### src/rtl/ahb2apb_ahb_slv_if_pkg.sv
// +--------------------------------------------------------------------------+
// | ahb2apb_pkg : shared FSM states and AHB constants for the AHB slave side |
// | Rev 1.0                                                                  |
// +--------------------------------------------------------------------------+
`default_nettype none

package ahb2apb_pkg;

   typedef enum logic [2:0] {
      ST_IDLE     = 3'd0,
      ST_DATA     = 3'd1,
      ST_WAIT_RSP = 3'd2,
      ST_DONE     = 3'd3,
      ST_ERR1     = 3'd4,
      ST_ERR2     = 3'd5
   } ahb_slv_state_e;

   localparam logic [2:0] HSIZE_WORD = 3'b010;

   // Anything wider than a word cannot be carried by the APB side.
   function automatic logic size_ok(input logic [2:0] hsize);
      return (hsize <= HSIZE_WORD);
   endfunction

endpackage

`default_nettype wire

### src/rtl/ahb2apb_ahb_slv_if_if.sv
// +--------------------------------------------------------------------------+
// | ahb2apb_ahb_slv_if_if : AHB slave-port signal bundle                     |
// | Rev 1.0                                                                  |
// +--------------------------------------------------------------------------+
`default_nettype none

interface ahb2apb_ahb_slv_if_if #(
   parameter int ADDR_W = 32,
   parameter int DATA_W = 32
);
   logic              hsel_i;
   logic [1:0]        htrans_i;
   logic              hwrite_i;
   logic [ADDR_W-1:0] haddr_i;
   logic [2:0]        hsize_i;
   logic [DATA_W-1:0] hwdata_i;
   logic              hready_i;
   logic              hreadyout_o;
   logic              hresp_o;
   logic [DATA_W-1:0] hrdata_o;

   modport slave (
      input  hsel_i, htrans_i, hwrite_i, haddr_i, hsize_i, hwdata_i, hready_i,
      output hreadyout_o, hresp_o, hrdata_o
   );

   modport master (
      output hsel_i, htrans_i, hwrite_i, haddr_i, hsize_i, hwdata_i, hready_i,
      input  hreadyout_o, hresp_o, hrdata_o
   );
endinterface

`default_nettype wire

### src/rtl/ahb2apb_ahb_slv_if.sv
// +--------------------------------------------------------------------------+
// | ahb2apb_ahb_slv_if : AHB slave front end, one unposted transfer at a time|
// | Rev 1.0                                                                  |
// +--------------------------------------------------------------------------+
`default_nettype none

module ahb2apb_ahb_slv_if
   import ahb2apb_pkg::*;
#(
   parameter int ADDR_W = 32,
   parameter int DATA_W = 32,
   parameter int CMD_W  = 1 + ADDR_W + DATA_W
) (
   input  logic                clk,
   input  logic                rst,
   ahb2apb_ahb_slv_if_if.slave ahb,
   output logic                wfifo_o,
   input  logic                wfull_i,
   output logic [CMD_W-1:0]    cmd_o,
   input  logic                rsp_empty_i,
   input  logic [DATA_W-1:0]   rsp_data_i,
   input  logic                rsp_err_i,
   output logic                rsp_rd_o
);

   ahb_slv_state_e    state_q;
   logic              hready_q;
   logic              hresp_q;
   logic [DATA_W-1:0] hrdata_q;
   logic [ADDR_W-1:0] addr_q;
   logic              wr_q;

   logic              w_accept;
   logic [DATA_W-1:0] w_wdata;
   logic              w_unused;

   assign w_accept = ahb.hsel_i & ahb.htrans_i[1] & ahb.hready_i;
   assign w_unused = ahb.htrans_i[0];
   assign w_wdata  = wr_q ? ahb.hwdata_i : '0;

   // FIFO strobes are gated by rst so a reset cycle never touches either FIFO.
   assign wfifo_o  = (state_q == ST_DATA)     & ~wfull_i    & ~rst;
   assign rsp_rd_o = (state_q == ST_WAIT_RSP) & ~rsp_empty_i & ~rst;
   assign cmd_o    = CMD_W'({wr_q, addr_q, w_wdata});

   assign ahb.hreadyout_o = hready_q;
   assign ahb.hresp_o     = hresp_q;
   assign ahb.hrdata_o    = hrdata_q;

   always_ff @(posedge clk) begin
      if (rst) begin
         state_q  <= ST_IDLE;
         hready_q <= 1'b1;
         hresp_q  <= 1'b0;
         hrdata_q <= '0;
         addr_q   <= '0;
         wr_q     <= 1'b0;
      end else begin
         case (state_q)
            ST_IDLE, ST_DONE: begin
               if (w_accept) begin
                  addr_q   <= ahb.haddr_i;
                  wr_q     <= ahb.hwrite_i;
                  hready_q <= 1'b0;
                  if (size_ok(ahb.hsize_i)) begin
                     state_q <= ST_DATA;
                     hresp_q <= 1'b0;
                  end else begin
                     state_q <= ST_ERR1;
                     hresp_q <= 1'b1;
                  end
               end else begin
                  state_q  <= ST_IDLE;
                  hready_q <= 1'b1;
                  hresp_q  <= 1'b0;
               end
            end
            ST_DATA: begin
               if (!wfull_i) begin
                  state_q <= ST_WAIT_RSP;
               end
            end
            ST_WAIT_RSP: begin
               if (!rsp_empty_i) begin
                  if (!wr_q) begin
                     hrdata_q <= rsp_data_i;
                  end
                  if (rsp_err_i) begin
                     state_q <= ST_ERR1;
                     hresp_q <= 1'b1;
                  end else begin
                     state_q  <= ST_DONE;
                     hready_q <= 1'b1;
                     hresp_q  <= 1'b0;
                  end
               end
            end
            ST_ERR1: begin
               state_q  <= ST_ERR2;
               hready_q <= 1'b1;
               hresp_q  <= 1'b1;
            end
            ST_ERR2: begin
               // Second ERROR cycle: whatever the master presents now is dropped.
               state_q  <= ST_IDLE;
               hready_q <= 1'b1;
               hresp_q  <= 1'b0;
            end
            default: begin
               state_q  <= ST_IDLE;
               hready_q <= 1'b1;
               hresp_q  <= 1'b0;
            end
         endcase
      end
   end

endmodule

`default_nettype wire

### src/flat_wrapper.sv
// flat-port wrapper written by rule: the top's interface ports become plain ports
module ahb2apb_ahb_slv_if_flat import ahb2apb_pkg::*;
#(
   parameter int ADDR_W = 32,
   parameter int DATA_W = 32,
   parameter int CMD_W  = 1 + ADDR_W + DATA_W
)
  (clk, rst, wfifo_o, wfull_i, cmd_o, rsp_empty_i, rsp_data_i, rsp_err_i, rsp_rd_o, ahb_hsel_i, ahb_htrans_i, ahb_hwrite_i, ahb_haddr_i, ahb_hsize_i, ahb_hwdata_i, ahb_hready_i, ahb_hreadyout_o, ahb_hresp_o, ahb_hrdata_o);
  ahb2apb_ahb_slv_if_if #(.ADDR_W(ADDR_W), .DATA_W(DATA_W)) ahb_i ();
  input  logic clk;
  input  logic rst;
  output logic wfifo_o;
  input  logic wfull_i;
  output logic [CMD_W-1:0] cmd_o;
  input  logic rsp_empty_i;
  input  logic [DATA_W-1:0] rsp_data_i;
  input  logic rsp_err_i;
  output logic rsp_rd_o;
  input wire logic [$bits(ahb_i.hsel_i)-1:0] ahb_hsel_i;
  input wire logic [$bits(ahb_i.htrans_i)-1:0] ahb_htrans_i;
  input wire logic [$bits(ahb_i.hwrite_i)-1:0] ahb_hwrite_i;
  input wire logic [$bits(ahb_i.haddr_i)-1:0] ahb_haddr_i;
  input wire logic [$bits(ahb_i.hsize_i)-1:0] ahb_hsize_i;
  input wire logic [$bits(ahb_i.hwdata_i)-1:0] ahb_hwdata_i;
  input wire logic [$bits(ahb_i.hready_i)-1:0] ahb_hready_i;
  output wire logic [$bits(ahb_i.hreadyout_o)-1:0] ahb_hreadyout_o;
  output wire logic [$bits(ahb_i.hresp_o)-1:0] ahb_hresp_o;
  output wire logic [$bits(ahb_i.hrdata_o)-1:0] ahb_hrdata_o;
  assign ahb_i.hsel_i = ahb_hsel_i;
  assign ahb_i.htrans_i = ahb_htrans_i;
  assign ahb_i.hwrite_i = ahb_hwrite_i;
  assign ahb_i.haddr_i = ahb_haddr_i;
  assign ahb_i.hsize_i = ahb_hsize_i;
  assign ahb_i.hwdata_i = ahb_hwdata_i;
  assign ahb_i.hready_i = ahb_hready_i;
  assign ahb_hreadyout_o = ahb_i.hreadyout_o;
  assign ahb_hresp_o = ahb_i.hresp_o;
  assign ahb_hrdata_o = ahb_i.hrdata_o;
  ahb2apb_ahb_slv_if #(.ADDR_W(ADDR_W), .DATA_W(DATA_W), .CMD_W(CMD_W)) u_core (.clk(clk), .rst(rst), .ahb(ahb_i), .wfifo_o(wfifo_o), .wfull_i(wfull_i), .cmd_o(cmd_o), .rsp_empty_i(rsp_empty_i), .rsp_data_i(rsp_data_i), .rsp_err_i(rsp_err_i), .rsp_rd_o(rsp_rd_o));
endmodule
### config.mk
export PLATFORM = sky130hd
export DESIGN_NAME = ahb2apb_ahb_slv_if_flat
export DESIGN_NICKNAME = d
export VERILOG_FILES = /design/src/rtl/ahb2apb_ahb_slv_if_pkg.sv /design/src/rtl/ahb2apb_ahb_slv_if_if.sv /design/src/rtl/ahb2apb_ahb_slv_if.sv /design/src/flat_wrapper.sv
export SDC_FILE = /design/constraint.sdc
export NUM_CORES = 1
export LEC_CHECK = 0
export ABC_AREA = 0
export CORE_ASPECT_RATIO = 1.2
export CORE_UTILIZATION = 31
export DETAILED_ROUTE_END_ITERATION = 8
export PLACE_DENSITY = 0.85
export SETUP_SLACK_MARGIN = 0.15
export SYNTH_ARGS = -nofsm -noshare
export SYNTH_HDL_FRONTEND = slang
export SYNTH_SLANG_ARGS = --single-unit
### constraint.sdc
create_clock -name clk -period 1.4 [get_ports clk]
set_input_delay 0.42 -clock clk [delete_from_list [all_inputs] [get_ports clk]]
set_output_delay 0.42 -clock clk [all_outputs]
set_load 0.05 [all_outputs]
After elaboration in Yosys (flattened, before gate mapping)
Cells that the tools add are included.

Bits in registers: 70. Output and inout bits: 101. Logic and storage cells: 48.

Magnitude comparators: 1. Equal/unequal tests: 7. Multiplexer cells: 16. Bitwise gates (word level): 11. Reduce and logical (&&, ||, !) cells: 7.

Operators with widths (number): two-way mux 32 bit (1); two-way mux 3 bit (5); one-hot mux 3 bit (4 select lines) (1); two-way mux 1 bit (7); AND 1 bit (6); == test 3 x 2 -> 1 bit (second input constant) (2); inequality test 2 bit (second input constant) (3); AND reduction 2 bit (3); AND reduction 3 bit (2); inverter 1 bit (5); one-hot mux 1 bit (4 select lines) (1); == test 3 x 1 -> 1 bit (second input constant) (1); == test 3 bit (second input constant) (1); less-or-equal comparator 3 x 2 -> 1 bit (second input constant) (1); logical NOT 3 bit (1); one-hot mux 1 bit (3 select lines) (1); OR reduction 2 bit (1).

Longest topological paths before layout
Depth in word-level cells: 4. Depth in mapped cells: 7. Depth with buffers taken out: 4.

Worst setup path after synthesis
OpenSTA, ideal clock, no wires.

Path kind: input to output. Start: in rst. End: out rsp_rd_o. Arrival: 2255 ps. Required time: 980 ps. Path slack: -1275 ps. Stages: 3. Path buffers: 2. Cell sequence: clkbuf_1 -> clkbuf_1 -> nor4_1.

Word-level cells in the longest chain between the ends: 2.

RTL lines: start: declaration (line flat_wrapper.sv:11) `input logic rst;`; inverter 1 bit (line ahb2apb_ahb_slv_if.sv:43) `assign rsp_rd_o = (state_q == ST_WAIT_RSP) & ~rsp_empty_i & ~rst;`; AND 1 bit (line ahb2apb_ahb_slv_if.sv:43); end: declaration (line flat_wrapper.sv:18) `output logic rsp_rd_o;`.

Every way passes these cells.

Final worst setup path
Start: reg u_core.state_q[1]. End: out wfifo_o.

Word-level cells in the longest chain between the ends: 3.

RTL lines: start: declaration (line ahb2apb_ahb_slv_if.sv:26) `ahb_slv_state_e state_q;`; start signal: assignment (line ahb2apb_ahb_slv_if.sv:52) `state_q <= ST_IDLE;`; start signal: assignment (line ahb2apb_ahb_slv_if.sv:66) `state_q <= ST_DATA;`; start signal: assignment (line ahb2apb_ahb_slv_if.sv:69) `state_q <= ST_ERR1;`; == test 3 x 1 -> 1 bit (line ahb2apb_ahb_slv_if.sv:42) `assign wfifo_o = (state_q == ST_DATA) & ~wfull_i & ~rst;`; AND 1 bit (2 in series) (line ahb2apb_ahb_slv_if.sv:42); end: declaration (line flat_wrapper.sv:12) `output logic wfifo_o;`.

Every way passes these cells.

==> key figures <==
Setup path
  – R2r startpoint: u_core.state_q[1]$_SDFFE_PP0P_
  – Most frequent CP cell: buf_6
  – Critical Path Sink: wfifo_o
  – Critical Path Start: u_core.state_q[1]$_SDFFE_PP0P_
  – Crit-path max cell delay: 350 ps
  – Worst endpoint required time: 980 ps
  – Worst R2R End: u_core.ahb.hrdata_o[14]$_SDFFE_PP0P_
  – Setup CP Type: register to output port
  – Critical path's top delay family: buffers and inverters
  – CP Capture Type: output port
  – Worst setup SP type: register
  – Worst R2R Path Depth: 10
  – R2R setup slack: -430 ps
  – CP max FO: 2
  – Slowest cell on crit path: dfxtp_2
  – Critical Path AT: 1420 ps
  – Worst path depth: 5
  – Cells along the critical path: buf_6 > nor2b_4 > buf_6 > and3_4 > buf_12
  – Crit path buffers/inverters: 3

Clock tree
  – CTS tree: built
  – Clock slew at reported path FFs: 90 ps
  – Worst skew pair latency: 380 ps
  – Clk sink count: 70
  – Root Buffer: clkbuf_8
  – H-tree lvl count: 3
  – Num CTS Buffers: 9
  – CTS Hold Buffers Added: 0
  – Clk buf depth: 2

Pwr
  – Leak pwr: 3.55 nW
  – Worst vdd ir: 0.521 mV
  – Pwr/cell area: 654 mW/mm²

Synthesis
  – Sequential area share after synthesis: 47.8%
  – Yosys top cell area share: 47.8%
  – Synth area leader: dfxtp_1
  – #FFs+latches synth: 70
  – Synth area leaders: dfxtp_1, nand2_1, a21oi_1
  – Mean Syn Cell Area: 8.16 µm²
  – Gate Count Post-Synth: ~360
  – Post-synthesis cell area: 0.00293 mm²
  – Synth Warn #: 0
  – Mapped Nets: 468
  – Netlist cell types: 37

Outcome
  – Status: finished, violations left
  – Failing checks: setup timing

Drt
  – WL/cell: roughly 23 µm
  – Vias per std cell: 5.04
  – Drt pass-1 iters: 4
  – DRT antenna net count: 0
  – Via count: 3961
  – Post-route DRC: 0
  – Detailed Route Iter0 Violations: 149
  – Total wire length: 18.0 mm

Cells and area
  – Final net count: 770
  – Fin cells: 786
  – Diodes inserted: 0
  – Most common cell after layout, fill and taps aside: buf_12
  – Area grow syn2layout: 190%
  – Fin util: between 90% and 100%
  – Most frequent cells in the layout: buf_12, clkdlybuf4s50_1, nand2_4
  – Share of cells above drive strength 1: roughly three quarters

Timing
  – Post-route setup slack: -442 ps
  – Final min period: 1840 ps
  – Max-slew violations: 0
  – RSZ-0062 raised after global routing: true
  – Crit share post-route: 132%
  – Max Clk Rate: 543 MHz
  – Clock skew: 12.5 ps
  – Count of final setup violators: 104
  – Worst slew pin tran: between 700 and 800 ps
  – Final Hold Vio Count: 0
  – Max_slew headroom: 47.2%

GRT
  – Initial antenna violation count: 0
  – Total track usage: 31.4%
  – Vias in the first global route: 4191
  – First-pass GRT wire length: 23.2 mm
  – Total gr overflow: 0
  – Largest net degree at the start of global routing: 48

Floorplanning
  – Initial Utilization: 32.1%
  – Core region area: 0.00913 mm²
  – Die extent in y: 108 µm
  – Num ports: 210
  – Die area: 0.00984 mm²
  – Row count: 38
  – Die X: 90.7 µm

Job
  – Max cap viols: 0

Placed design
  – Post-Place Cells: 682
  – Hpwl dp: 8.37 mm
  – # port buffers: 208
  – GPL Wtd Cong: slightly above 0.9

Worst hold path
  – Min-Delay Path Class: register to register
worst min path at each step:
stage               slack [ps]  cells past startpoint                                  from                                   end
global placement           470                      2        u_core.addr_q[29]$_SDFFE_PP0P_        u_core.addr_q[29]$_SDFFE_PP0P_
global route               510                      2        u_core.addr_q[29]$_SDFFE_PP0P_        u_core.addr_q[29]$_SDFFE_PP0P_
finish                     500                      2   u_core.ahb.hrdata_o[0]$_SDFFE_PP0P_   u_core.ahb.hrdata_o[0]$_SDFFE_PP0P_
detailed placement         480                      2  u_core.ahb.hrdata_o[31]$_SDFFE_PP0P_  u_core.ahb.hrdata_o[31]$_SDFFE_PP0P_
CTS                        480                      2        u_core.addr_q[28]$_SDFFE_PP0P_        u_core.addr_q[28]$_SDFFE_PP0P_
floorplan                  480                      2              u_core.wr_q$_SDFFE_PP0P_              u_core.wr_q$_SDFFE_PP0P_
sequential cells by signal, indices dropped and copies added, names as in the netlist:
signal	flops
u_core.ahb.hresp_o	1
u_core.addr_q	32
u_core.ahb.hreadyout_o	1
u_core.wr_q	1
u_core.state_q	3
u_core.ahb.hrdata_o	32
Yosys cell counts:
master / instances
o21bai_1: 1
or3b_1: 1
nor2b_1: 1
o22ai_1: 1
clkbuf_1: 11
buf_2: 7
nor2b_2: 1
and3_1: 1
nand2b_2: 1
o21ai_2: 1
nand2_1: 110
and2_1: 35
inv_1: 1
nand2b_1: 1
or2_0: 1
nor3_4: 1
nor2_1: 1
a21oi_1: 60
o21ai_0: 3
nand4b_4: 1
dfxtp_1: 70
clkbuf_2: 1
nand3b_1: 1
a211oi_1: 1
a21o_1: 2
or4_1: 1
or2b_1: 1
or3_1: 1
nand2_2: 20
nor4_1: 1
nor3_1: 1
nor4_2: 1
buf_6: 7
a21oi_2: 7
and2b_4: 1
buf_4: 1
a32o_1: 2
tightest hold or removal path, stage by stage, from the launching register on:
cell     delay (ps)
dfxtp_2         340
nand2_1          70
a21oi_2          50
what timing repair did:
action / 4_1_cts / 5_1_grt
setup buffers: 47 / 25
gates resized for setup: 195 / 136
setup endpoints to repair: 170 / 171
hold endpoints to repair: 0 / 0
pin swaps: 67 / 49
cloned: 15 / 1
area by class of cell:
type	instances	area [µm²]
clock buffer	9	124
clock inverter	7	80.1
fill	291	637
inverter	1	3.75
multi-input combinational	261	2190
sequential	70	1530
tap	120	150
timing repair buffer	318	4420
metrics by stage:
step           setup slack (ps)  TNS [ps]  instance area (µm²)  power [mW]  hold slack (ps)
6_report                   -442    -36970                 8490        5.55              499
5_1_grt                    -469    -40360                 8490        5.70              514
4_1_cts                    -430    -25920                 7780        5.30              481
3_5_place_dp               -634    -45700                 6320        3.33              484
3_3_place_gp               -610    -43190                 6320        3.30              474
2_1_floorplan              -359     -2510                 3090        2.62              479
logic make-up after synthesis:
group	share of synthesized area, %
and+or+nand+nor	31.2
AOI/OAI and AO/OA	15.1
DFF	47.8
buffers and inverters	5.85
power by group:
part           switching, mW  leakage, nW  internal [mW]
combinational          0.766         2.85          0.922
sequential            0.0718        0.604           2.03
clock                  0.915       0.0973          0.847
per-layer routing:
| metal | GRT usage, % | vias up | wire (µm) | part of all wire (%) |
|---|---|---|---|---|
| met5 | 0 | - | 0 | 0 |
| met4 | 16.2 | 0 | 569 | 3.2 |
| met3 | 6.05 | 43 | 912 | 5.1 |
| met2 | 62.0 | 183 | 10200 | 57 |
| met1 | 30.7 | 1966 | 6310 | 35 |
| li1 | - | 1769 | - | - |
No activity file was read; power rests on OpenSTA's default activity.
==> patch 1: new RTL, same flow settings <==
Re-encode `ahb_slv_state_e` (6 states) as one-hot, 6 bits wide.
--- a/src/rtl/ahb2apb_ahb_slv_if_pkg.sv
+++ b/src/rtl/ahb2apb_ahb_slv_if_pkg.sv
@@ -6,13 +6,13 @@
 
 package ahb2apb_pkg;
 
-   typedef enum logic [2:0] {
-      ST_IDLE     = 3'd0,
-      ST_DATA     = 3'd1,
-      ST_WAIT_RSP = 3'd2,
-      ST_DONE     = 3'd3,
-      ST_ERR1     = 3'd4,
-      ST_ERR2     = 3'd5
+   typedef enum logic [5:0] {
+      ST_IDLE     = 6'b000001,
+      ST_DATA     = 6'b000010,
+      ST_WAIT_RSP = 6'b000100,
+      ST_DONE     = 6'b001000,
+      ST_ERR1     = 6'b010000,
+      ST_ERR2     = 6'b100000
    } ahb_slv_state_e;
 
    localparam logic [2:0] HSIZE_WORD = 3'b010;
Check against the original RTL: no difference found for any inputs over 10 cycles, from zero or initial values and one cycle with rst high; not proved beyond that.
==> patch 1 against the unedited design <==
The flow still finishes with violations (setup timing). Register-to-register slack got worse by 0.62 ns. Total power up 3.8%. Count of clock-buffer cells in the layout is the same. Cell area rose by 8.5%. First-iteration DRC count is 120% higher. Wire length up 32%. Worst setup slack got worse by 0.61 ns. Area after synthesis grew 7.0%. Sequential cell count increased by 3. Fmax is 25% lower. Critical endpoint is now u_core.addr_q[14]. Largest cell class unchanged.
==> patch 1: results (changes against the unedited design) <==
\begin{tabular}{lr}
\hline
Metric & Value \\
\hline
\multicolumn{2}{l}{\textbf{Routing}} \\
\quad Vias per cell & 5.58 (+11\%) \\
\multicolumn{2}{l}{\textbf{Final layout}} \\
\quad Layout cells sized above 1 & 0.772 (+0.0403) \\
\quad Fillers & 207 (-29\%) \\
\quad Final layout net count & 813 (+5.6\%) \\
\quad Post-synthesis to final-layout area growth & 194\% \\
\multicolumn{2}{l}{\textbf{Placement}} \\
\quad Final RePlAce weighted congestion & 0.877 (-5.1\%) \\
\quad Total cell area at the placement stage & 6620 um\^{}2 (+4.7\%) \\
\multicolumn{2}{l}{\textbf{CTS}} \\
\quad Setup repair bufs after CTS & 61 (+30\%) \\
\quad Clock latency on the worst-skew pair & 0.34 ns (-0.04 ns) \\
\quad Resized cells post-CTS & 261 (+34\%) \\
\multicolumn{2}{l}{\textbf{Critical path}} \\
\quad Worst-path fanout max & 8 (+6) \\
\quad Worst Path Arrival & 2.68 ns (+1.26 ns) \\
\quad Worst reg2reg path depth & 11 (+1) \\
\multicolumn{2}{l}{\textbf{Min path}} \\
\quad Min-Delay Path Class & in2reg \\
\multicolumn{2}{l}{\textbf{Status}} \\
\quad Failing checks & setup timing \\
\quad Result of the run & finished with violations \\
\multicolumn{2}{l}{\textbf{Global route}} \\
\quad Vias in the first global route & 4602 (+9.8\%) \\
\quad Wire length of the first global-routing pass & 27400 um (+18\%) \\
\quad Maximum number of pins on one net before global-route repair & 25 (-48\%) \\
\quad All-layer global routing usage & 0.353 (+0.0399) \\
\multicolumn{2}{l}{\textbf{Synthesis}} \\
\quad Top cells by area in the synthesized netlist & sky130\_fd\_sc\_hd\_\_dfxtp\_1, sky130\_fd\_sc\_hd\_\_nand2\_1, sky130\_fd\_sc\_hd\_\_a21oi\_2 \\
\quad Share of synthesized area occupied by flip-flops and latches & 0.466 (-0.0120) \\
\multicolumn{2}{l}{\textbf{STA}} \\
\quad Least setup slack across all paths after layout & -1.05 ns (-0.608 ns) \\
\quad Skew final & 0.0104 ns (-0.00209 ns) \\
\quad Total of endpoints with negative setup slack in the final report & 107 (+2.9\%) \\
\multicolumn{2}{l}{\textbf{Power and ir drop}} \\
\quad Leakage power & 3.69 nW (+3.8\%) \\
\quad Peak supply drop & 639 uV (+23\%) \\
\hline
\end{tabular}
patch 1: cell count changes after synthesis, sizes merged, moves of 2 or more:
cell / change
a32o: -2
o21ai: -4
or4: +2
xnor2: +2
a2bb2oi: +2
o31ai: +2
nand3: +2
nor4b: +2
dfxtp: +3
a21o: -2
nor2: +5
nor3: +2
and2: -3
patch 1: final cells by class:
cell class                 count  share of cell area
timing repair buffer         350               0.516
multi-input combinational    270               0.258
sequential                    73               0.179
clock buffer                   9              0.0245
tap                          123              0.0167
clock inverter                 7             0.00516
antenna                        1            0.000272
patch 1: power by group through the flow:
stage	Sequential [mW]	Clock (mW)	Combinational, mW
finish	2.10	2.20	1.46
global route	2.10	2.29	1.49
CTS	2.11	2.11	1.26
detailed placement	2.20	0	0.977
global placement	2.20	0	0.960
floorplan	2.30	0	0.271
patch 1: critical path, cell delays in order (launching register included):
cell and delay [ns]:
sky130_fd_sc_hd__dfxtp_2 0.32, sky130_fd_sc_hd__buf_4 0.13, sky130_fd_sc_hd__buf_6 0.11, sky130_fd_sc_hd__or4_4 0.50, sky130_fd_sc_hd__buf_6 0.15, sky130_fd_sc_hd__nor3_4 0.23, sky130_fd_sc_hd__buf_6 0.14, sky130_fd_sc_hd__buf_6 0.10
sky130_fd_sc_hd__buf_12 0.10, sky130_fd_sc_hd__buf_16 0.15, sky130_fd_sc_hd__nand2_1 0.10, sky130_fd_sc_hd__a21oi_2 0.29
patch 1: cell families after synthesis:
kind of cell	count (synthesis)	share of synthesized area
buffers and inverters	28	0.0527
AOI/OAI and AO/OA	79	0.175
and+or+nand+nor	188	0.297
DFF	73	0.466
muxes	1	0.00359
xor gates and xnor gates	2	0.00559
patch 1: path summary, 6_finish.rpt:
kind	start	slack [ns]	to
worst max-delay path	u_core.state_q[5]	-1.05	u_core.addr_q[14]
worst min register to register	u_core.addr_q[18]	0.51	u_core.addr_q[18]
worst max register to register	u_core.state_q[5]	-1.05	u_core.addr_q[14]
worst min-delay path	rst	0.48	u_core.state_q[3]
patch 1: per-stage QoR:
step | total power, mW | std cells | TNS, ns | worst slack (ns) | hold WS [ns]
final | 5.76 | 833 | -64.31 | -1.05 | 0.475
after detailed placement | 3.18 | 706 | -48.13 | -0.655 | 0.486
after global placement | 3.16 | 706 | -45.19 | -0.619 | 0.476
after CTS | 5.48 | 800 | -54.32 | -0.755 | 0.449
after global routing | 5.89 | 832 | -67.31 | -1.09 | 0.474
after floorplan | 2.57 | 371 | -27.73 | -0.542 | 0.477
patch 1: routing by layer:
| metal | global-route usage | share of wire | up-vias |
|---|---|---|---|
| met5 | 0 | 0.00055 | - |
| met4 | 0.187 | 0.086 | 2 |
| met3 | 0.0806 | 0.079 | 155 |
| met2 | 0.668 | 0.52 | 359 |
| met1 | 0.350 | 0.31 | 2241 |
| li1 | - | - | 1887 |
==> patch 2: new RTL, same settings <==
Made on the original files. Reset style: asynchronous (`rst`), changed in one clocked block.
--- a/src/rtl/ahb2apb_ahb_slv_if.sv
+++ b/src/rtl/ahb2apb_ahb_slv_if.sv
@@ -47,7 +47,7 @@
    assign ahb.hresp_o     = hresp_q;
    assign ahb.hrdata_o    = hrdata_q;
 
-   always_ff @(posedge clk) begin
+   always_ff @(posedge clk or posedge rst) begin
       if (rst) begin
          state_q  <= ST_IDLE;
          hready_q <= 1'b1;
Function: differs if rst is asserted again (counterexample within 4 cycles, from zero or initial values and one cycle with rst high); with rst held inactive, the same outputs for 10 cycles.
==> patch 2 against the unedited design <==
The run still ends with setup timing left. Sequential cell count unchanged. Fmax decreased by 5.6%. Via count decreased by 20%. First-iteration DRC count increased by 21%. Die area increased by 2.1%. Worst setup slack got worse by 0.11 ns. Area after synthesis increased by 2.2%. Cell area decreased by 7.4%. Wire length decreased by 12%. Final cell count decreased by 18%.
Power is left out: it rests on default switching activity, and per cell area and clock period it moved more than threefold.
==> patch 2: results (changes against the unedited design) <==
\begin{tabular}{lr}
\hline
Metric & Value \\
\hline
\multicolumn{2}{l}{\textbf{Status}} \\
\quad Result of the run & finished with violations \\
\quad Failing checks & setup timing \\
\multicolumn{2}{l}{\textbf{Placement}} \\
\quad Worst setup slack before clock tree synthesis & -0.658 ns (-0.0249 ns) \\
\quad Final RePlAce weighted congestion & 0.842 (-8.9\%) \\
\multicolumn{2}{l}{\textbf{Global route}} \\
\quad Maximum number of pins on one net before global-route repair & 39 (-19\%) \\
\quad Vias in the first global route & 3359 (-20\%) \\
\quad Met1 usage in global routing & 0.293 (-0.0141) \\
\quad Wire length of the first global-routing pass & 20300 um (-12\%) \\
\multicolumn{2}{l}{\textbf{Routing}} \\
\quad Total via count in the routed design & 3168 (-20\%) \\
\multicolumn{2}{l}{\textbf{CTS}} \\
\quad Resized cells post-CTS & 39 (-80\%) \\
\quad Clock latency on the worst-skew pair & 0.36 ns (-0.02 ns) \\
\quad Setup repair bufs after CTS & 32 (-32\%) \\
\multicolumn{2}{l}{\textbf{STA}} \\
\quad Total of endpoints with negative setup slack in the final report & 105 (+0.96\%) \\
\quad Least setup slack across all paths after layout & -0.552 ns (-0.110 ns) \\
\quad Skew final & 0.0152 ns (+0.00267 ns) \\
\multicolumn{2}{l}{\textbf{Synthesis}} \\
\quad Share of synthesized area occupied by flip-flops and latches & 0.586 (+0.107) \\
\quad Post-synthesis compound-gate area fraction & 0.0259 (-0.125) \\
\quad Top cells by area in the synthesized netlist & sky130\_fd\_sc\_hd\_\_dfrtp\_1, sky130\_fd\_sc\_hd\_\_mux2\_2, sky130\_fd\_sc\_hd\_\_and2\_1 \\
\quad Commonest cells in the netlist & sky130\_fd\_sc\_hd\_\_dfrtp\_1, sky130\_fd\_sc\_hd\_\_mux2\_2, sky130\_fd\_sc\_hd\_\_and2\_1 \\
\quad Net count after synthesis & 323 (-31\%) \\
\quad Count of distinct cell types in the synthesized netlist & 28 (-24\%) \\
\multicolumn{2}{l}{\textbf{Critical path}} \\
\quad Worst reg2reg path depth & 7 (-3) \\
\quad Origin of the critical flop-to-flop path & u\_core.state\_q[2] \\
\quad Endpoint of the most critical setup path & rsp\_rd\_o \\
\quad Worst Path Arrival & 1.53 ns (+0.11 ns) \\
\quad Slack of the worst reg-to-reg path & -0.45 ns (-0.02 ns) \\
\multicolumn{2}{l}{\textbf{Final layout}} \\
\quad Final layout net count & 627 (-19\%) \\
\hline
\end{tabular}
==> patch 2: changes by cell type in the layout (fill, tap and decap cells not counted), sizes merged, moves of 4 or more <==
cell / before / now
clkbuf: 10 / 16
mux2: 0 / 65
dfrtp: 0 / 69
inv: 5 / 1
nand2: 130 / 1
buf: 211 / 195
nor2: 1 / 5
a21oi: 67 / 7
dfxtp: 70 / 0
==> patch 2: metrics by stage <==
| stage | hold slack, ns | utilization | instance area (um^2) | instances | setup TNS [ns] |
|---|---|---|---|---|---|
| CTS | 0.580 | 0.814 | 7510 | 607 | -36.47 |
| finish | 0.577 | 0.853 | 7870 | 642 | -42.16 |
| global placement | 0.559 | 0.732 | 6750 | 553 | -46.61 |
| global route | 0.589 | 0.853 | 7870 | 642 | -45.97 |
| detailed placement | 0.559 | 0.732 | 6750 | 553 | -47.10 |
| floorplan | 0.544 | - | 3420 | 214 | -18.76 |
==> patch 2: routing by layer <==
metal  vias up  routed length (um)
met5         -                   0
met4         0                 787
met3        53                1140
met2       210                8580
met1      1558                5330
li1       1347                   -
==> patch 2: final cells by class <==
class | instances | share of cell area
repair buffers | 304 | 0.531
inverters | 2 | 0.00143
well taps | 120 | 0.0191
multi-input cells | 131 | 0.202
clock buffers | 14 | 0.0220
flip-flops and latches | 70 | 0.223
clock inverters | 1 | 0.000636
==> patch 2: cell families after synthesis <==
kind of cell | after synthesis
DFF | 70
muxes | 65
and+or+nand+nor | 53
AOI/OAI and AO/OA | 13
buffers and inverters | 13
==> patch 2: critical path, cell delays in order (launching register included) <==
cell and delay, ns:
sky130_fd_sc_hd__dfrtp_1 0.41, sky130_fd_sc_hd__buf_6 0.14, sky130_fd_sc_hd__buf_12 0.12, sky130_fd_sc_hd__nor4_4 0.33, sky130_fd_sc_hd__buf_12 0.18
